$ cat src/rtl/pipe_pkg.sv
// Shared pipeline types: hazard FSM state encodings, ID/EX register image and the bubble constant.
package pipe_pkg;

  typedef enum logic [1:0] {
    HZ_RUN   = 2'd0,
    HZ_STALL = 2'd1,
    HZ_FLUSH = 2'd2
  } hz_state_e;

  // Decision taken for the ID/EX register at the coming edge.
  typedef enum logic [1:0] {
    ACT_LOAD  = 2'd0,
    ACT_STALL = 2'd1,
    ACT_FLUSH = 2'd2,
    ACT_HOLD  = 2'd3
  } hz_act_e;

  typedef struct packed {
    logic [4:0] rs1;
    logic [4:0] rs2;
    logic [4:0] rd;
    logic       reg_write;
    logic       mem_read;
  } idex_t;

  localparam idex_t IDEX_BUBBLE = '0;

endpackage

$ cat src/rtl/hazard_detect.sv
// Combinational load-use detect and hazard priority decode (mem_stall > branch > load-use > run).
// Zero latency; mem_stall freezes the front end and the ID/EX register.
module hazard_detect
  import pipe_pkg::*;
(
  input  logic      [4:0] id_rs1_i,
  input  logic      [4:0] id_rs2_i,
  input  logic            id_use_rs1_i,
  input  logic            id_use_rs2_i,
  input  logic      [4:0] ex_rd_i,
  input  logic            ex_mem_read_i,
  input  logic            ex_branch_taken_i,
  input  logic            mem_stall_i,
  input  hz_state_e       state_i,
  output logic            lu_o,
  output hz_act_e         act_o,
  output logic            pc_write_o,
  output logic            if_id_write_o,
  output logic            if_id_flush_o
);

  logic branch;

  // x0 as a load destination never creates a dependency.
  assign lu_o = ex_mem_read_i && (ex_rd_i != 5'd0) &&
                ((id_use_rs1_i && (id_rs1_i == ex_rd_i)) ||
                 (id_use_rs2_i && (id_rs2_i == ex_rd_i)));

  // EX holds a bubble while in FLUSH, so a branch indication there is stale.
  assign branch = ex_branch_taken_i && (state_i != HZ_FLUSH);

  always_comb begin
    act_o         = ACT_LOAD;
    pc_write_o    = 1'b1;
    if_id_write_o = 1'b1;
    if_id_flush_o = 1'b0;
    if (mem_stall_i) begin
      act_o         = ACT_HOLD;
      pc_write_o    = 1'b0;
      if_id_write_o = 1'b0;
    end else if (branch) begin
      act_o         = ACT_FLUSH;
      if_id_flush_o = 1'b1;
    end else if (lu_o) begin
      act_o         = ACT_STALL;
      pc_write_o    = 1'b0;
      if_id_write_o = 1'b0;
    end
  end

endmodule

$ cat src/rtl/id_ex_hazard.sv
// ID/EX register with RUN/STALL/FLUSH hazard FSM; registers load one cycle after ID, bubbles on stall/flush.
// mem_stall freezes everything; optional stall_cnt counter enabled by HAZARD_PERF_CNT_EN.
module id_ex_hazard
  import pipe_pkg::*;
(
  input  logic        clk,
  input  logic        rst,
  input  logic [4:0]  id_rs1,
  input  logic [4:0]  id_rs2,
  input  logic [4:0]  id_rd,
  input  logic        id_use_rs1,
  input  logic        id_use_rs2,
  input  logic        id_RegWrite,
  input  logic        id_MemRead,
  input  logic        ex_branch_taken,
  input  logic        mem_stall,
  output logic [4:0]  ID_EX_RegisterRs1,
  output logic [4:0]  ID_EX_RegisterRs2,
  output logic [4:0]  ID_EX_RegisterRd,
  output logic        ID_EX_RegWrite,
  output logic        ID_EX_MemRead,
  output logic        PCWrite,
  output logic        IF_ID_Write,
  output logic        IF_ID_Flush,
`ifdef HAZARD_PERF_CNT_EN
  output logic [31:0] stall_cnt,
`endif
  output logic [1:0]  hz_state
);

  hz_state_e state_q, state_d;
  idex_t     idex_q, idex_d;
  hz_act_e   act;
  logic      lu;
  logic      pc_write, if_id_write, if_id_flush;

  hazard_detect u_detect (
    .id_rs1_i          (id_rs1),
    .id_rs2_i          (id_rs2),
    .id_use_rs1_i      (id_use_rs1),
    .id_use_rs2_i      (id_use_rs2),
    .ex_rd_i           (idex_q.rd),
    .ex_mem_read_i     (idex_q.mem_read),
    .ex_branch_taken_i (ex_branch_taken),
    .mem_stall_i       (mem_stall),
    .state_i           (state_q),
    .lu_o              (lu),
    .act_o             (act),
    .pc_write_o        (pc_write),
    .if_id_write_o     (if_id_write),
    .if_id_flush_o     (if_id_flush)
  );

  always_comb begin
    state_d = state_q;
    idex_d  = idex_q;
    case (act)
      ACT_HOLD: ;
      ACT_FLUSH: begin
        idex_d  = IDEX_BUBBLE;
        state_d = HZ_FLUSH;
      end
      ACT_STALL: begin
        idex_d  = IDEX_BUBBLE;
        state_d = HZ_STALL;
      end
      default: begin
        idex_d  = {id_rs1, id_rs2, id_rd, id_RegWrite, id_MemRead};
        state_d = HZ_RUN;
      end
    endcase
  end

  always_ff @(posedge clk or posedge rst) begin
    if (rst) begin
      state_q <= HZ_RUN;
      idex_q  <= IDEX_BUBBLE;
    end else begin
      state_q <= state_d;
      idex_q  <= idex_d;
    end
  end

`ifdef HAZARD_PERF_CNT_EN
  logic [31:0] stall_cnt_q, stall_cnt_d;

  // Frozen cycles are not bubble insertions; wrap is natural 32-bit overflow.
  assign stall_cnt_d = ((act == ACT_FLUSH) || (act == ACT_STALL)) ? stall_cnt_q + 32'd1
                                                                  : stall_cnt_q;

  always_ff @(posedge clk or posedge rst) begin
    if (rst) stall_cnt_q <= '0;
    else     stall_cnt_q <= stall_cnt_d;
  end

  assign stall_cnt = stall_cnt_q;
`endif

  // Front end free-runs while reset is held, regardless of mem_stall.
  assign PCWrite     = rst | pc_write;
  assign IF_ID_Write = rst | if_id_write;
  assign IF_ID_Flush = ~rst & if_id_flush;

  assign ID_EX_RegisterRs1 = idex_q.rs1;
  assign ID_EX_RegisterRs2 = idex_q.rs2;
  assign ID_EX_RegisterRd  = idex_q.rd;
  assign ID_EX_RegWrite    = idex_q.reg_write;
  assign ID_EX_MemRead     = idex_q.mem_read;
  assign hz_state          = state_q;

endmodule
$ cat config.mk
export PLATFORM = sky130hd
export DESIGN_NAME = id_ex_hazard
export DESIGN_NICKNAME = d
export VERILOG_FILES = /design/src/rtl/pipe_pkg.sv /design/src/rtl/hazard_detect.sv /design/src/rtl/id_ex_hazard.sv
export SDC_FILE = /design/constraint.sdc
export NUM_CORES = 1
export LEC_CHECK = 0
export BUFFER_PORTS_ARGS = -buffer_cell sky130_fd_sc_hd__buf_2
export CELL_PAD_IN_SITES_DETAIL_PLACEMENT = 1
export CELL_PAD_IN_SITES_GLOBAL_PLACEMENT = 1
export CORE_AREA = 2 2 63 65
export CTS_CLUSTER_DIAMETER = 40
export DETAILED_ROUTE_END_ITERATION = 8
export DIE_AREA = 0 0 65 67
export HOLD_SLACK_MARGIN = 0.08
export MAX_ROUTING_LAYER = met4
export PLACE_DENSITY_LB_ADDON = 0.3
export SLEW_MARGIN = 20
export SYNTH_ARGS = -nofsm -noshare
export SYNTH_HDL_FRONTEND = slang
export SYNTH_HIERARCHICAL = 1
export SYNTH_SLANG_ARGS = --single-unit
$ cat constraint.sdc
create_clock -name clk -period 2.1 [get_ports clk]
set_input_delay 0.42 -clock clk [delete_from_list [all_inputs] [get_ports clk]]
set_output_delay 0.42 -clock clk [all_outputs]
set_load 0.01 [all_outputs]
# Word-level counts from Yosys, hierarchy flattened
# Index checks and enable logic that the tools add are counted.
word_totals:
  rom_bits: 0
  ff_bits: 19
  ramBits: 0
  latchBits: 0
  n_memories: 0
  elab_cells: 33
classes:
  div: 0
  add_sub_neg: 0
  shifts: 0
  muxes: 10
  magnitude_cmp: 0
  n_mul: 0
  eq_ne: 6
  reduce_logical: 8
  n_bitwise: 3
ops:
  columns: ["cell", "n"]
  rows:
  - ["$pmux W17 S2", 1]
  - ["$eq A5 B5 Y1", 2]
  - ["$mux W1", 6]
  - ["$pmux W2 S3", 1]
  - ["$logic_and A1 B1 Y1", 5]
  - ["$reduce_bool A5 Y1", 1]
  - ["$eq A2 B2 Y1 const B", 2]
  - ["$mux W2", 2]
  - ["$eq A2 B1 Y1 const B", 1]
  - ["$ne A2 B2 Y1 const B", 1]
  - ["$reduce_or A2 Y1", 1]
  - ["$and A1 B1 Y1", 1]
  - ["$logic_or A1 B1 Y1", 1]
  - ["$not A1 Y1", 1]
  - ["$or A1 B1 Y1", 1]

# Longest topological paths before layout
# Gate-level depths: netlist (run 1).
logic_depth:
  ltp_word: 10
  mapped_depth: 10

# Modules after synthesis
# Netlist (run 1), hierarchy kept.
modules_own_cells:
  columns: ["module", "instances", "area_each_um2", "cells_each", "seq_area_each_um2"]
  rows:
  - ["id_ex_hazard", 1, 909.6, 87, 475.5]
  - ["hazard_detect", 1, 183.9, 26, 0.0]

# Worst setup path before layout (run 1)
# OpenSTA, ideal clock, no wires.
synth_path:
  path_type: "flip-flop to flip-flop"
  start: "register idex_q, in the netlist ID_EX_RegisterRd[1]"
  end: "register idex_q, in the netlist ID_EX_RegisterRd[0]"
  path_buffers: 2
  t_required_ns: 1.982
  setup_ns: 0.118
  stages_incl_launch_ff: 11
  setup_slack_ns: -0.029
  arrival_ns: 2.011
  path_cell_list: "dfrtp_1 -> or4_1 -> o21ai_2 -> nor2b_1 -> a21o_1 -> inv_1 -> ha_1 -> buf_6 -> buf_8 -> nand2_1 -> o21ai_2"
synth_between:
  elab_chain_cells: 10
  elab_cells_between_ends: 16
synth_rtl:
  columns: ["element", "line_no", "text"]
  rows:
  - ["start, declared", "id_ex_hazard.sv:32", "idex_t idex_q, idex_d;"]
  - ["start signal, assigned", "id_ex_hazard.sv:80", "idex_q <= idex_d;"]
  - ["$eq A5 B5 Y1, on equally long branches", "hazard_detect.sv:26, hazard_detect.sv:27", null]
  - ["$logic_and A1 B1 Y1, on equally long branches", "hazard_detect.sv:26, hazard_detect.sv:27", null]
  - ["$logic_or A1 B1 Y1", "hazard_detect.sv:26", "((id_use_rs1_i && (id_rs1_i == ex_rd_i)) ||"]
  - ["$logic_and A1 B1 Y1 *", "hazard_detect.sv:25", "assign lu_o = ex_mem_read_i && (ex_rd_i != 5'd0) &&"]
  - ["$mux W1 *", "hazard_detect.sv:44", "end else if (lu_o) begin"]
  - ["$mux W2 *", "hazard_detect.sv:41", "end else if (branch) begin"]
  - ["$mux W2 *", "hazard_detect.sv:37", "if (mem_stall_i) begin"]
  - ["named net act[0]", "id_ex_hazard.sv:33", "hz_act_e act;"]
  - ["$eq A2 B1 Y1 / $eq A2 B2 Y1 (equally long branches)", "id_ex_hazard.sv:57", "case (act)"]
  - ["$reduce_or A2 Y1 (no line)", null, null]
  - ["$pmux W17 S2", "id_ex_hazard.sv:57", null]
# Mark *: on every way through the listed nets, which the timed path passes. The rest lies on a longest branch.
# A chain may end at the register's enable or synchronous reset.

# Worst setup path in the final report (run 1)
layout_path:
  start: "register idex_q, in the netlist ID_EX_RegisterRd[2]"
  end: "output port PCWrite"
layout_between:
  elab_chain_cells: 8
  elab_cells_between_ends: 12
layout_rtl:
  columns: ["element", "line_no", "text"]
  rows:
  - ["$eq A5 B5 Y1, on equally long branches", "hazard_detect.sv:26, hazard_detect.sv:27", null]
  - ["$logic_and A1 B1 Y1, on equally long branches", "hazard_detect.sv:26, hazard_detect.sv:27", null]
  - ["$logic_or A1 B1 Y1", "hazard_detect.sv:26", null]
  - ["$logic_and A1 B1 Y1 *", "hazard_detect.sv:25", null]
  - ["$mux W1 * (3 in a row)", null, null]
  - ["named net if_id_write", "id_ex_hazard.sv:35", "logic pc_write, if_id_write, if_id_flush;"]
  - ["$or A1 B1 Y1 *", "id_ex_hazard.sv:100", "assign PCWrite = rst | pc_write;"]
  - ["end, declared", "id_ex_hazard.sv:22", "output logic PCWrite,"]
# Marks and branches as above.

==> PnR_summary.wiki, run 1 <==
{| class="wikitable"
! Metric !! Value
|-
| Setup violators final || 19
|-
| Summed instance area of the synthesized netlist || 1085 sq um
|-
| Post-Layout Inst Area || 1619 sq um
|-
| Min Hold Slack || 284.5 ps
|-
| Critical Path Source Type || flip-flop
|-
| Via count of the first global-routing pass || 962
|-
| Worst Path Class, Setup || flip-flop to output port
|-
| Global-route usage over all layers || 0.1439
|-
| Synth Instances || 112
|-
| Worst Reg-to-Reg Cells || 11
|-
| Via density per instance || 4.362
|-
| Time the worst path needs with I/O delays and setup || 2282 ps
|-
| TritonCTS clock tree || built
|-
| Standard-cell rows || 22
|-
| Worst r2r dst || ID_EX_RegisterRs1[1]$_DFFE_PP0P_
|-
| Dpl hpwl || 2146 um
|-
| Maximum number of pins on one net before global-route repair || 21
|-
| Total routed wirelength || 2975 um
|-
| Data arrival at the endpoint of the critical path || 1860 ps
|-
| Worst hold-check path type || input pin to async pin
|-
| Wire length of the first global-routing pass || 4485 um
|-
| Mean area per synthesized cell || 9.686 sq um
|-
| Number of levels in the clock H-tree || 1
|-
| CTS Root Cell || clkbuf_8
|-
| Core box area || 3606 sq um
|-
| DRC violation total after the first TritonRoute iteration || 40
|-
| Highest clock rate || 438.2 MHz
|-
| Max capacitance violation total || 0
|-
| Worst setup skew after layout || 8.096 ps
|-
| Height of the die || 67 um
|-
| Total count of hold-check failures in the final report || 0
|-
| Layout area overhead || 49.25%
|-
| Number of detailed-routing iterations run before antenna repair || 4
|-
| Worst slack, placed || -13.50 ps
|-
| Violated checks || setup timing
|-
| R2R Path Start || ID_EX_RegisterRd[2]$_DFFE_PP0P_
|-
| Clock edge transition at the registers on the reported setup and hold paths || 80 ps
|-
| Worst Setup End Kind || output port
|-
| Number of routed nets with antenna violations || 0
|-
| Clock Sinks || 19
|-
| Sum of overflow across all layers after global routing || 0
|-
| Post-CTS Hold Fix Bufs || 0
|-
| Transition at the pin with the smallest max-transition slack || 739.1 ps
|-
| Reg-to-reg setup timing slack || -90 ps
|-
| Power Dens Cells || 703.5 nW/um^2
|-
| Wirelength per Cell || 13.97 um
|-
| Antenna violations before repair || 0
|-
| Vias || 929
|-
| Latest clock arrival within the worst-skew pair || 270 ps
|-
| Number of design rule violations left after detail routing || 0
|-
| Layout cell share with drive strength beyond 1 || 0.6000
|-
| Filler instances || 428
|-
| Net count of the finished layout || 192
|-
| Area enclosed by the die boundary || 4355 sq um
|-
| DIE WIDTH || 65 um
|-
| Least setup slack across all paths after layout || -182.2 ps
|-
| Number of pins exceeding their max-slew limit in the final report || 0
|-
| Initial core utilization || 0.3008
|-
| Data required time at the worst endpoint || 1680 ps
|-
| Number of antenna cells inserted || 0
|-
| Number of CTS-inserted buffers || 3
|-
| Number of input and output port buffers inserted || 44
|-
| Setup repair after global routing missed its margin || yes
|-
| Critical path fanouts, max || 4
|-
| Net count after synthesis || 138
|-
| Warnings from Yosys || 6
|-
| Count of boundary I/O pins || 45
|-
| Routability congestion estimate || 0.7306
|-
| Max rail drop VDD || 0.2373 mV
|-
| Static leakage || 0.7992 nW
|-
| Number of buffers between clock root and the deepest sink || 2
|-
| Relative slew margins || 0.5067
|-
| Outcome || finished, violations left
|-
| Ratio of final minimum period to clock period || 1.087
|-
| Cell area after placement || 1378 sq um
|}
power breakdown:
group          total, W  switching, W  internal, W
combinational  0.000412      0.000199     0.000213
clock          0.000279      0.000144     0.000135
sequential     0.000448     0.0000366     0.000412
area by class of cell:
class,instances,area [sq um],share of cell area
tap,48,60.06,0.03709
clock inverter,1,7.507,0.004637
sequential,19,476.7,0.2944
clock buffer,3,41.29,0.02550
timing repair buffer,56,386.6,0.2388
multi-input combinational,82,631.9,0.3903
inverter,4,15.01,0.009274
metal layers:
| metal | vias to the layer above | routed length, um | global-route usage |
|---|---|---|---|
| li1 | 464 | - | - |
| met5 | - | 0 | - |
| met4 | 0 | 68 | 0.07181 |
| met2 | 20 | 1610 | 0.2693 |
| met1 | 440 | 1198 | 0.1470 |
| met3 | 5 | 98 | 0.02027 |
sequential cells by signal, summed over array words and instances (netlist names):
register and flops:
ID_EX_RegisterRs1 5, ID_EX_RegWrite 1, ID_EX_RegisterRs2 5, hz_state 2, ID_EX_MemRead 1, ID_EX_RegisterRd 5
cells in the final DEF (no fill, tap or decap), types with 2 or more instances in the layout:
| cell type | n |
|---|---|
| buf_2 | 43 |
| nand2_1 | 27 |
| dfrtp_1 | 18 |
| o21ai_2 | 14 |
| nand2_2 | 6 |
| xnor2_1 | 6 |
| buf_6 | 5 |
| o21ai_1 | 4 |
| buf_4 | 4 |
| nand2_4 | 3 |
| inv_1 | 3 |
| clkbuf_8 | 3 |
| buf_12 | 3 |
| xnor2_2 | 3 |
| mux2_4 | 2 |
| or2_2 | 2 |
| ha_4 | 2 |
| nand4_1 | 2 |
timing repair:
item,4_1_cts,5_1_grt
gates cloned,0,1
pin swaps,3,17
gates resized for setup,13,21
setup endpoints to repair,13,21
setup buffers,2,2
worst max path at each step:
stage                                          startpoint                         endpoint  slack [ps]  depth (start not counted)
final                     ID_EX_RegisterRd[2]$_DFFE_PP0P_                          PCWrite        -180                          7
after global routing      ID_EX_RegisterRd[2]$_DFFE_PP0P_                          PCWrite        -250                          7
after CTS                 ID_EX_RegisterRd[4]$_DFFE_PP0P_                          PCWrite        -110                          7
after detailed placement  ID_EX_RegisterRd[1]$_DFFE_PP0P_       ID_EX_RegWrite$_DFFE_PP0P_         -10                          7
after global placement    ID_EX_RegisterRd[1]$_DFFE_PP0P_       ID_EX_RegWrite$_DFFE_PP0P_          50                          8
after floorplan           ID_EX_RegisterRd[1]$_DFFE_PP0P_  ID_EX_RegisterRd[1]$_DFFE_PP0P_         0.7                         10
stage by stage:
stage          std cells  TNS [ps]    util  total power (W)
6_report             213     -1538  0.4490         0.001139
5_1_grt              213     -3029  0.4490         0.001202
4_1_cts              211    -218.9  0.4205         0.001097
3_5_place_dp         205    -13.94  0.3820        0.0007812
3_3_place_gp         205         0  0.3820        0.0007700
2_1_floorplan        112         0       -        0.0006521
worst max-delay path, stage by stage (launching register included):
cell	delay, ps
dfrtp_1	400
buf_4	170
xnor2_2	140
nand4_1	130
o22ai_2	240
a21oi_2	80
or2_2	310
buf_6	120
Power figures use the tool's default switching activity.
==> run 2: changes to the inputs <==
Settings changed: BUFFER_PORTS_ARGS -buffer_cell sky130_fd_sc_hd__buf_2 to default, CORE_AREA 2 2 63 65 to 2 2 50 64, DIE_AREA 0 0 65 67 to 0 0 52 66, DONT_BUFFER_PORTS from default to 1, REMOVE_ABC_BUFFERS from default to 1.
==> run 2 against run 1 <==
The run still ends with setup timing left. Core utilization is 6.1 points higher. Count of clock-buffer cells in the layout grew 1. Die area fell by 21%. Clock skew decreased by 3.1 ps. First-iteration DRC count decreased by 68%. Sequential power is 4.5% higher. Clock power is 30% lower. Fmax is 6.6% higher. Worst hold slack lost 160 ps.
==> PnR_summary.wiki, run 2 (synthesized netlist as in run 1, its figures left out) <==
{| class="wikitable"
! Metric !! Value
|-
| Outcome || finished, violations left
|-
| Violated checks || setup timing
|-
| Area enclosed by the die boundary || 3432 sq um (-21%)
|-
| Data required time at the worst endpoint || 1680 ps (about the same)
|-
| Final total power || 0.001011 W (-11%)
|-
| Grt met1 use || 0.1914 (+0.04434)
|-
| Global-route usage over all layers || 0.1703 (+0.02637)
|-
| Net count of the finished layout || 153 (-20%)
|-
| Wire length of the first global-routing pass || 4202 um (-6.3%)
|-
| Commonest cells after routing, fill and taps aside || nand2_1 (22), dfrtp_1 (19), o21ai_2 (15)
|-
| Met3 track demand over resource in global routing || 0.04751 (+0.02724)
|-
| Number of routed nets with antenna violations || 0 (unchanged)
|-
| Setup tns final || -114.1 ps (+1424 ps)
|-
| Sequential cell area || 475.5 sq um (-0.26%)
|-
| Layout area overhead || 33.22%
|-
| Number of design rule violations left after detail routing || 0 (unchanged)
|-
| CTS Root Cell || clkbuf_4
|-
| Maximum cell stage delay along the critical path || 530 ps (+130 ps)
|-
| Number of input and output port buffers inserted || 0 (-100%)
|-
| Setup repair after global routing missed its margin || yes
|-
| Layout cell share with drive strength beyond 1 || 0.5079 (-0.09206)
|-
| Global routing usage on met2 || 0.2959 (+0.02656)
|-
| Dpl hpwl || 1995 um (-7.0%)
|-
| Via count of the first global-routing pass || 881 (-8.4%)
|-
| Vias || 845 (-9.0%)
|-
| Relative slew margins || 0.4930 (-0.01377)
|-
| Total count of hold-check failures in the final report || 0 (unchanged)
|-
| Setup violators final || 4 (-15)
|-
| Max rail drop VDD || 0.4278 mV (+80%)
|-
| Utilization after layout || 0.5097 (+0.06071)
|-
| Via density per instance || 5.216 (+20%)
|-
| Buffering stage count on the worst path with inverters included || 0 (-2)
|-
| DRC violation total after the first TritonRoute iteration || 13 (-68%)
|-
| Worst Setup End Kind || output port
|-
| Transition at the pin with the smallest max-transition slack || 759.7 ps (+20.63 ps)
|-
| P_int || 0.0006657 W (-12%)
|-
| Worst setup skew after layout || 4.963 ps (-3.132 ps)
|-
| Latest clock arrival within the worst-skew pair || 300 ps (+30 ps)
|-
| Max capacitance violation total || 0 (unchanged)
|-
| Worst Path Class, Setup || flip-flop to output port
|-
| Fraction of power consumed by the clock network || 0.193 (-0.052)
|-
| Area occupied by multi-input gates || 645.6 sq um (+2.2%)
|-
| Switching part of the total power || 0.3418 (+0.008476)
|-
| Critical Path Source Type || flip-flop
|-
| Count of boundary I/O pins || 45 (unchanged)
|-
| Routing layer with the top usage in global route || met2
|-
| Initial core utilization || 0.3826 (+0.08178)
|-
| Height of the die || 66 um (-1.5%)
|-
| Static leakage || 0.6442 nW (-19%)
|-
| Number of levels in the clock H-tree || 1 (unchanged)
|-
| Min Hold Slack || 125.6 ps (-158.9 ps)
|-
| Critical path fanouts, max || 2 (-2)
|-
| Total routed wirelength || 2990 um (+0.50%)
|-
| Combinational power share || 0.343 (-0.018)
|-
| Number of antenna cells inserted || 0 (unchanged)
|-
| Wirelength per Cell || 18.46 um (+32%)
|-
| Routability congestion estimate || 0.6778 (-7.2%)
|-
| DIE WIDTH || 52 um (-20%)
|-
| Switching Power || 0.0003456 W (-9.0%)
|-
| Most frequent standard cell in the layout excluding fill and tap cells || nand2_1
|-
| Sum of overflow across all layers after global routing || 0 (unchanged)
|-
| TritonCTS clock tree || built
|-
| Inst Count DP || 152 (-26%)
|-
| Least setup slack across all paths after layout || -40.09 ps (+142.1 ps)
|-
| Proportion of power drawn by flip-flops and latches || 0.463 (+0.069)
|-
| Crit-path leading delay family || simple AND/OR/NAND/NOR gates
|-
| Number of CTS-inserted buffers || 3 (unchanged)
|-
| Time the worst path needs with I/O delays and setup || 2140 ps (-142.1 ps)
|-
| Cell Count, Final, Fillers Out || 162 (-24%)
|-
| Highest clock rate || 467.3 MHz (+6.6%)
|-
| Power Dens Cells || 699.8 nW/um^2 (-0.53%)
|-
| Data arrival at the endpoint of the critical path || 1720 ps (-140 ps)
|-
| Worst hold-check path type || input pin to async pin
|-
| Clock Sinks || 19 (unchanged)
|-
| Post-CTS Hold Fix Bufs || 0 (unchanged)
|-
| CP Cell Sequence || or4_4 > o21ai_2 > nor2b_2 > a21oi_2 > or2_4
|-
| Crit path max-delay cell type || or4_4
|-
| Number of detailed-routing iterations run before antenna repair || 4 (unchanged)
|-
| Antenna violations before repair || 0 (unchanged)
|-
| Core box area || 2835 sq um (-21%)
|-
| Ratio of final minimum period to clock period || 1.019 (-0.06768)
|-
| Maximum number of pins on one net before global-route repair || 20 (-4.8%)
|-
| Number of buffers between clock root and the deepest sink || 2 (unchanged)
|-
| Number of pins exceeding their max-slew limit in the final report || 0 (unchanged)
|-
| Clock edge transition at the registers on the reported setup and hold paths || 120 ps (+40 ps)
|-
| Standard-cell rows || 22 (unchanged)
|-
| Filler instances || 310 (-28%)
|}
-- run 2: metrics by stage --
step / worst slack [ps] / cell area, sq um
4_1_cts: -58.62 / 1212
2_1_floorplan: -408.6 / 998.5
5_1_grt: -154.7 / 1445
3_5_place_dp: -24.14 / 1139
6_report: -40.09 / 1445
3_3_place_gp: 82.03 / 1139
-- run 2: area by class of cell --
cell class                      instances  area share
Tap cell                               36     0.03117
Inverter                                4     0.01039
Multi-Input combinational cell         82      0.4468
Clock buffer                            4     0.01818
Sequential cell                        19      0.3290
Timing Repair Buffer                   17      0.1645
-- run 2: power by group through the flow --
stage / combinational [W] / sequential (W) / clock [W]
after floorplan: 0.000144 / 0.000477 / 0
after global placement: 0.000231 / 0.000469 / 0
after detailed placement: 0.000241 / 0.000471 / 0
after CTS: 0.000260 / 0.000465 / 0.000199
after global routing: 0.000379 / 0.000476 / 0.000221
final: 0.000347 / 0.000468 / 0.000196
-- run 2: what timing repair did --
action                                  in CTS  in global routing
endpoints found under the setup margin      20                 20
pin swaps                                    4                  8
resized for setup                           10                 41
buffers inserted                             1                  1
gates cloned                                 0                  4
-- run 2: worst paths after layout --
kind	from	to	slack [ps]	cells after the start
min in group clk	id_rs2[1]	ID_EX_RegisterRs2[1]$_DFFE_PP0P_	220	2
max	ID_EX_RegisterRd[1]$_DFFE_PP0P_	PCWrite	-40	5
max in group asynchronous	rst	ID_EX_RegisterRs1[2]$_DFFE_PP0P_	1500	1
max reg2reg	ID_EX_RegisterRd[1]$_DFFE_PP0P_	hz_state[0]$_DFFE_PP0P_	-20	8
min reg2reg	ID_EX_RegisterRs2[0]$_DFFE_PP0P_	ID_EX_RegisterRs2[0]$_DFFE_PP0P_	560	2
min	rst	ID_EX_RegisterRs1[0]$_DFFE_PP0P_	130	1
-- run 2: per-layer routing --
metal | vias up | part of all wire
li1 | 394 | -
met5 | - | 0
met3 | 2 | 0.066
met1 | 422 | 0.36
met2 | 27 | 0.56
met4 | 0 | 0.0070
==> run 3: changes to the inputs <==
Settings changed: SKIP_CTS_REPAIR_TIMING from default to 1.
==> run 3 against run 2 <==
Cell count decreased by 2.5%. Sequential cell count unchanged. Largest cell class unchanged. Global-route usage decreased by 0.31 points. Setup slack improved by 6.5 ps. Sequential share of layout area increased by 4.4 points. The flow still finishes with violations (setup timing). Routed wire length decreased by 13%. Non-clock buffer count decreased by 4. Clock skew decreased by 3.5 ps. Combinational power decreased by 19%. Total power decreased by 7.6%. Critical path type unchanged. Via count decreased by 4.4%. Highest routed layer unchanged.
==> PnR_summary.wiki, run 3 (synthesized netlist as in run 1, its figures left out) <==
{| class="wikitable"
! Metric !! Value
|-
| Outcome || finished, violations left
|-
| Violated checks || setup timing
|-
| Antenna violations before repair || 0 (unchanged)
|-
| Number of detailed-routing iterations run before antenna repair || 4 (unchanged)
|-
| Number of CTS-inserted buffers || 3 (unchanged)
|-
| Layout area overhead || 17.42%
|-
| Time the worst path needs with I/O delays and setup || 2134 ps (-6.537 ps)
|-
| Worst r2r dst || ID_EX_RegisterRs2[4]$_DFFE_PP0P_
|-
| DRC violation total after the first TritonRoute iteration || 16 (+3)
|-
| Area enclosed by the die boundary || 3432 sq um (unchanged)
|-
| Data required time at the worst endpoint || 1680 ps (about the same)
|-
| Worst Reg-to-Reg Cells || 9 (+1)
|-
| Post-Layout Inst Area || 1274 sq um (-12%)
|-
| Sum of overflow across all layers after global routing || 0 (unchanged)
|-
| Static leakage || 0.5674 nW (-12%)
|-
| CTS Root Cell || clkbuf_4
|-
| Clock Sinks || 19 (unchanged)
|-
| Core box area || 2835 sq um (unchanged)
|-
| Latest clock arrival within the worst-skew pair || 290 ps (about the same)
|-
| Routability congestion estimate || 0.6778 (unchanged)
|-
| Number of antenna cells inserted || 0 (unchanged)
|-
| Number of buffers between clock root and the deepest sink || 2 (unchanged)
|-
| Data arrival at the endpoint of the critical path || 1710 ps (about the same)
|-
| Buffering stage count on the worst path with inverters included || 0 (unchanged)
|-
| Wire length of the first global-routing pass || 4167 um (-0.83%)
|-
| Commonest cells after routing, fill and taps aside || nand2_1 (36), dfrtp_1 (19), o21ai_2 (14)
|-
| Worst hold-check path type || input pin to async pin
|-
| Ratio of final minimum period to clock period || 1.016 (-0.003113)
|-
| Worst Path Class, Setup || flip-flop to output port
|-
| Total routed wirelength || 2605 um (-13%)
|-
| Wirelength per Cell || 16.49 um (-11%)
|-
| Initial core utilization || 0.3826 (unchanged)
|-
| Max capacitance violation total || 0 (unchanged)
|-
| Dpl hpwl || 1995 um (unchanged)
|-
| Number of levels in the clock H-tree || 1 (unchanged)
|-
| Worst Setup End Kind || output port
|-
| Setup violators final || 2 (-2)
|-
| Worst setup skew after layout || 1.509 ps (-3.454 ps)
|-
| Maximum cell stage delay along the critical path || 530 ps (about the same)
|-
| Filler instances || 332 (+7.1%)
|-
| Most frequent standard cell in the layout excluding fill and tap cells || nand2_1
|-
| Number of design rule violations left after detail routing || 0 (unchanged)
|-
| Max rail drop VDD || 0.3603 mV (-16%)
|-
| Relative slew margins || 0.5050 (+0.01201)
|-
| Critical path fanouts, max || 2 (unchanged)
|-
| TritonCTS clock tree || built
|-
| Utilization after layout || 0.4493 (-0.06046)
|-
| Standard-cell rows || 22 (unchanged)
|-
| Vias || 808 (-4.4%)
|-
| Crit-path leading delay family || simple AND/OR/NAND/NOR gates
|-
| CP Cell Sequence || or4_4 > o21ai_2 > nor2b_2 > a21oi_2 > or2_4
|-
| Height of the die || 66 um (unchanged)
|-
| R2R Path Start || ID_EX_RegisterRd[1]$_DFFE_PP0P_
|-
| Power Dens Cells || 733.9 nW/um^2 (+4.9%)
|-
| Net count of the finished layout || 149 (-2.6%)
|-
| Count of boundary I/O pins || 45 (unchanged)
|-
| Least setup slack across all paths after layout || -33.55 ps (+6.537 ps)
|-
| Transition at the pin with the smallest max-transition slack || 741.7 ps (-17.99 ps)
|-
| Via count of the first global-routing pass || 884 (+0.34%)
|-
| Worst slack, placed || -24.14 ps (unchanged)
|-
| Cell area after placement || 1139 sq um (unchanged)
|-
| Total count of hold-check failures in the final report || 0 (unchanged)
|-
| Number of input and output port buffers inserted || 0 (unchanged)
|-
| Crit path max-delay cell type || or4_4
|-
| Global-route usage over all layers || 0.1672 (-0.003056)
|-
| Area occupied by multi-input gates || 583.1 sq um (-9.7%)
|-
| Number of pins exceeding their max-slew limit in the final report || 0 (unchanged)
|-
| Reg-to-reg setup timing slack || 60 ps (+80 ps)
|-
| Layout cell share with drive strength beyond 1 || 0.3689 (-0.1391)
|-
| Highest clock rate || 468.7 MHz (+0.31%)
|-
| Clock edge transition at the registers on the reported setup and hold paths || 110 ps (about the same)
|-
| Via density per instance || 5.114 (-2.0%)
|-
| Maximum number of pins on one net before global-route repair || 20 (unchanged)
|-
| Sequential cell area || 475.5 sq um (unchanged)
|-
| DIE WIDTH || 52 um (unchanged)
|-
| Number of routed nets with antenna violations || 0 (unchanged)
|-
| Critical Path Source Type || flip-flop
|-
| Setup repair after global routing missed its margin || yes
|}
-- run 3: changes by cell type in the layout (fill, tap and decap cells not counted), sizes merged --
cell / delta
clkbuf: -3
buf: -1
-- run 3: where the power goes --
part           leakage (nW)  switching, W  internal, W  total (W)
Clock                0.0150      0.000116    0.0000737   0.000190
Sequential            0.246     0.0000532     0.000411   0.000465
Combinational         0.306      0.000141     0.000140   0.000281
-- run 3: cell type report --
class	instances	area share
Clock buffer	4	0.02063
Multi-Input combinational cell	82	0.4578
Tap cell	36	0.03536
Inverter	4	0.01179
Timing Repair Buffer	13	0.1012
Sequential cell	19	0.3733
-- run 3: worst max-delay path by stage --
stage                                     from                          endpoint  cells past startpoint
2_1_floorplan  ID_EX_RegisterRd[1]$_DFFE_PP0P_           hz_state[0]$_DFFE_PP0P_                      6
4_1_cts        ID_EX_RegisterRd[4]$_DFFE_PP0P_                           PCWrite                      6
6_report       ID_EX_RegisterRd[1]$_DFFE_PP0P_                           PCWrite                      5
3_3_place_gp   ID_EX_RegisterRd[1]$_DFFE_PP0P_  ID_EX_RegisterRs1[1]$_DFFE_PP0P_                      8
3_5_place_dp   ID_EX_RegisterRd[4]$_DFFE_PP0P_        ID_EX_RegWrite$_DFFE_PP0P_                     10
5_1_grt        ID_EX_RegisterRd[1]$_DFFE_PP0P_                       IF_ID_Write                      5
-- run 3: routing by layer --
layer | vias up | GRT usage | share of wire
li1 | 386 | - | -
met2 | 27 | 0.2943 | 0.53
met1 | 391 | 0.1822 | 0.38
met5 | - | - | 0
met3 | 4 | 0.04977 | 0.079
met4 | 0 | 0.03947 | 0.015
-- run 3: through the flow --
step	cells	hold slack [ps]	total power, W	TNS, ps
floorplan	105	371.1	0.0006210	-5274
global placement	152	477.6	0.0006997	0
detailed placement	152	492.2	0.0007115	-58.81
CTS	156	156.3	0.0009042	-719.7
global route	158	174.0	0.0009982	-1116
finish	158	129.3	0.0009348	-66.52
-- run 3: worst reg2reg max path, delay by kind of cell (launching register included) --
family	cells	cell delay, ps
simple gates	3	670
compound gates	3	410
flops	1	400
buf+inv	2	250
fa+ha+maj	1	220
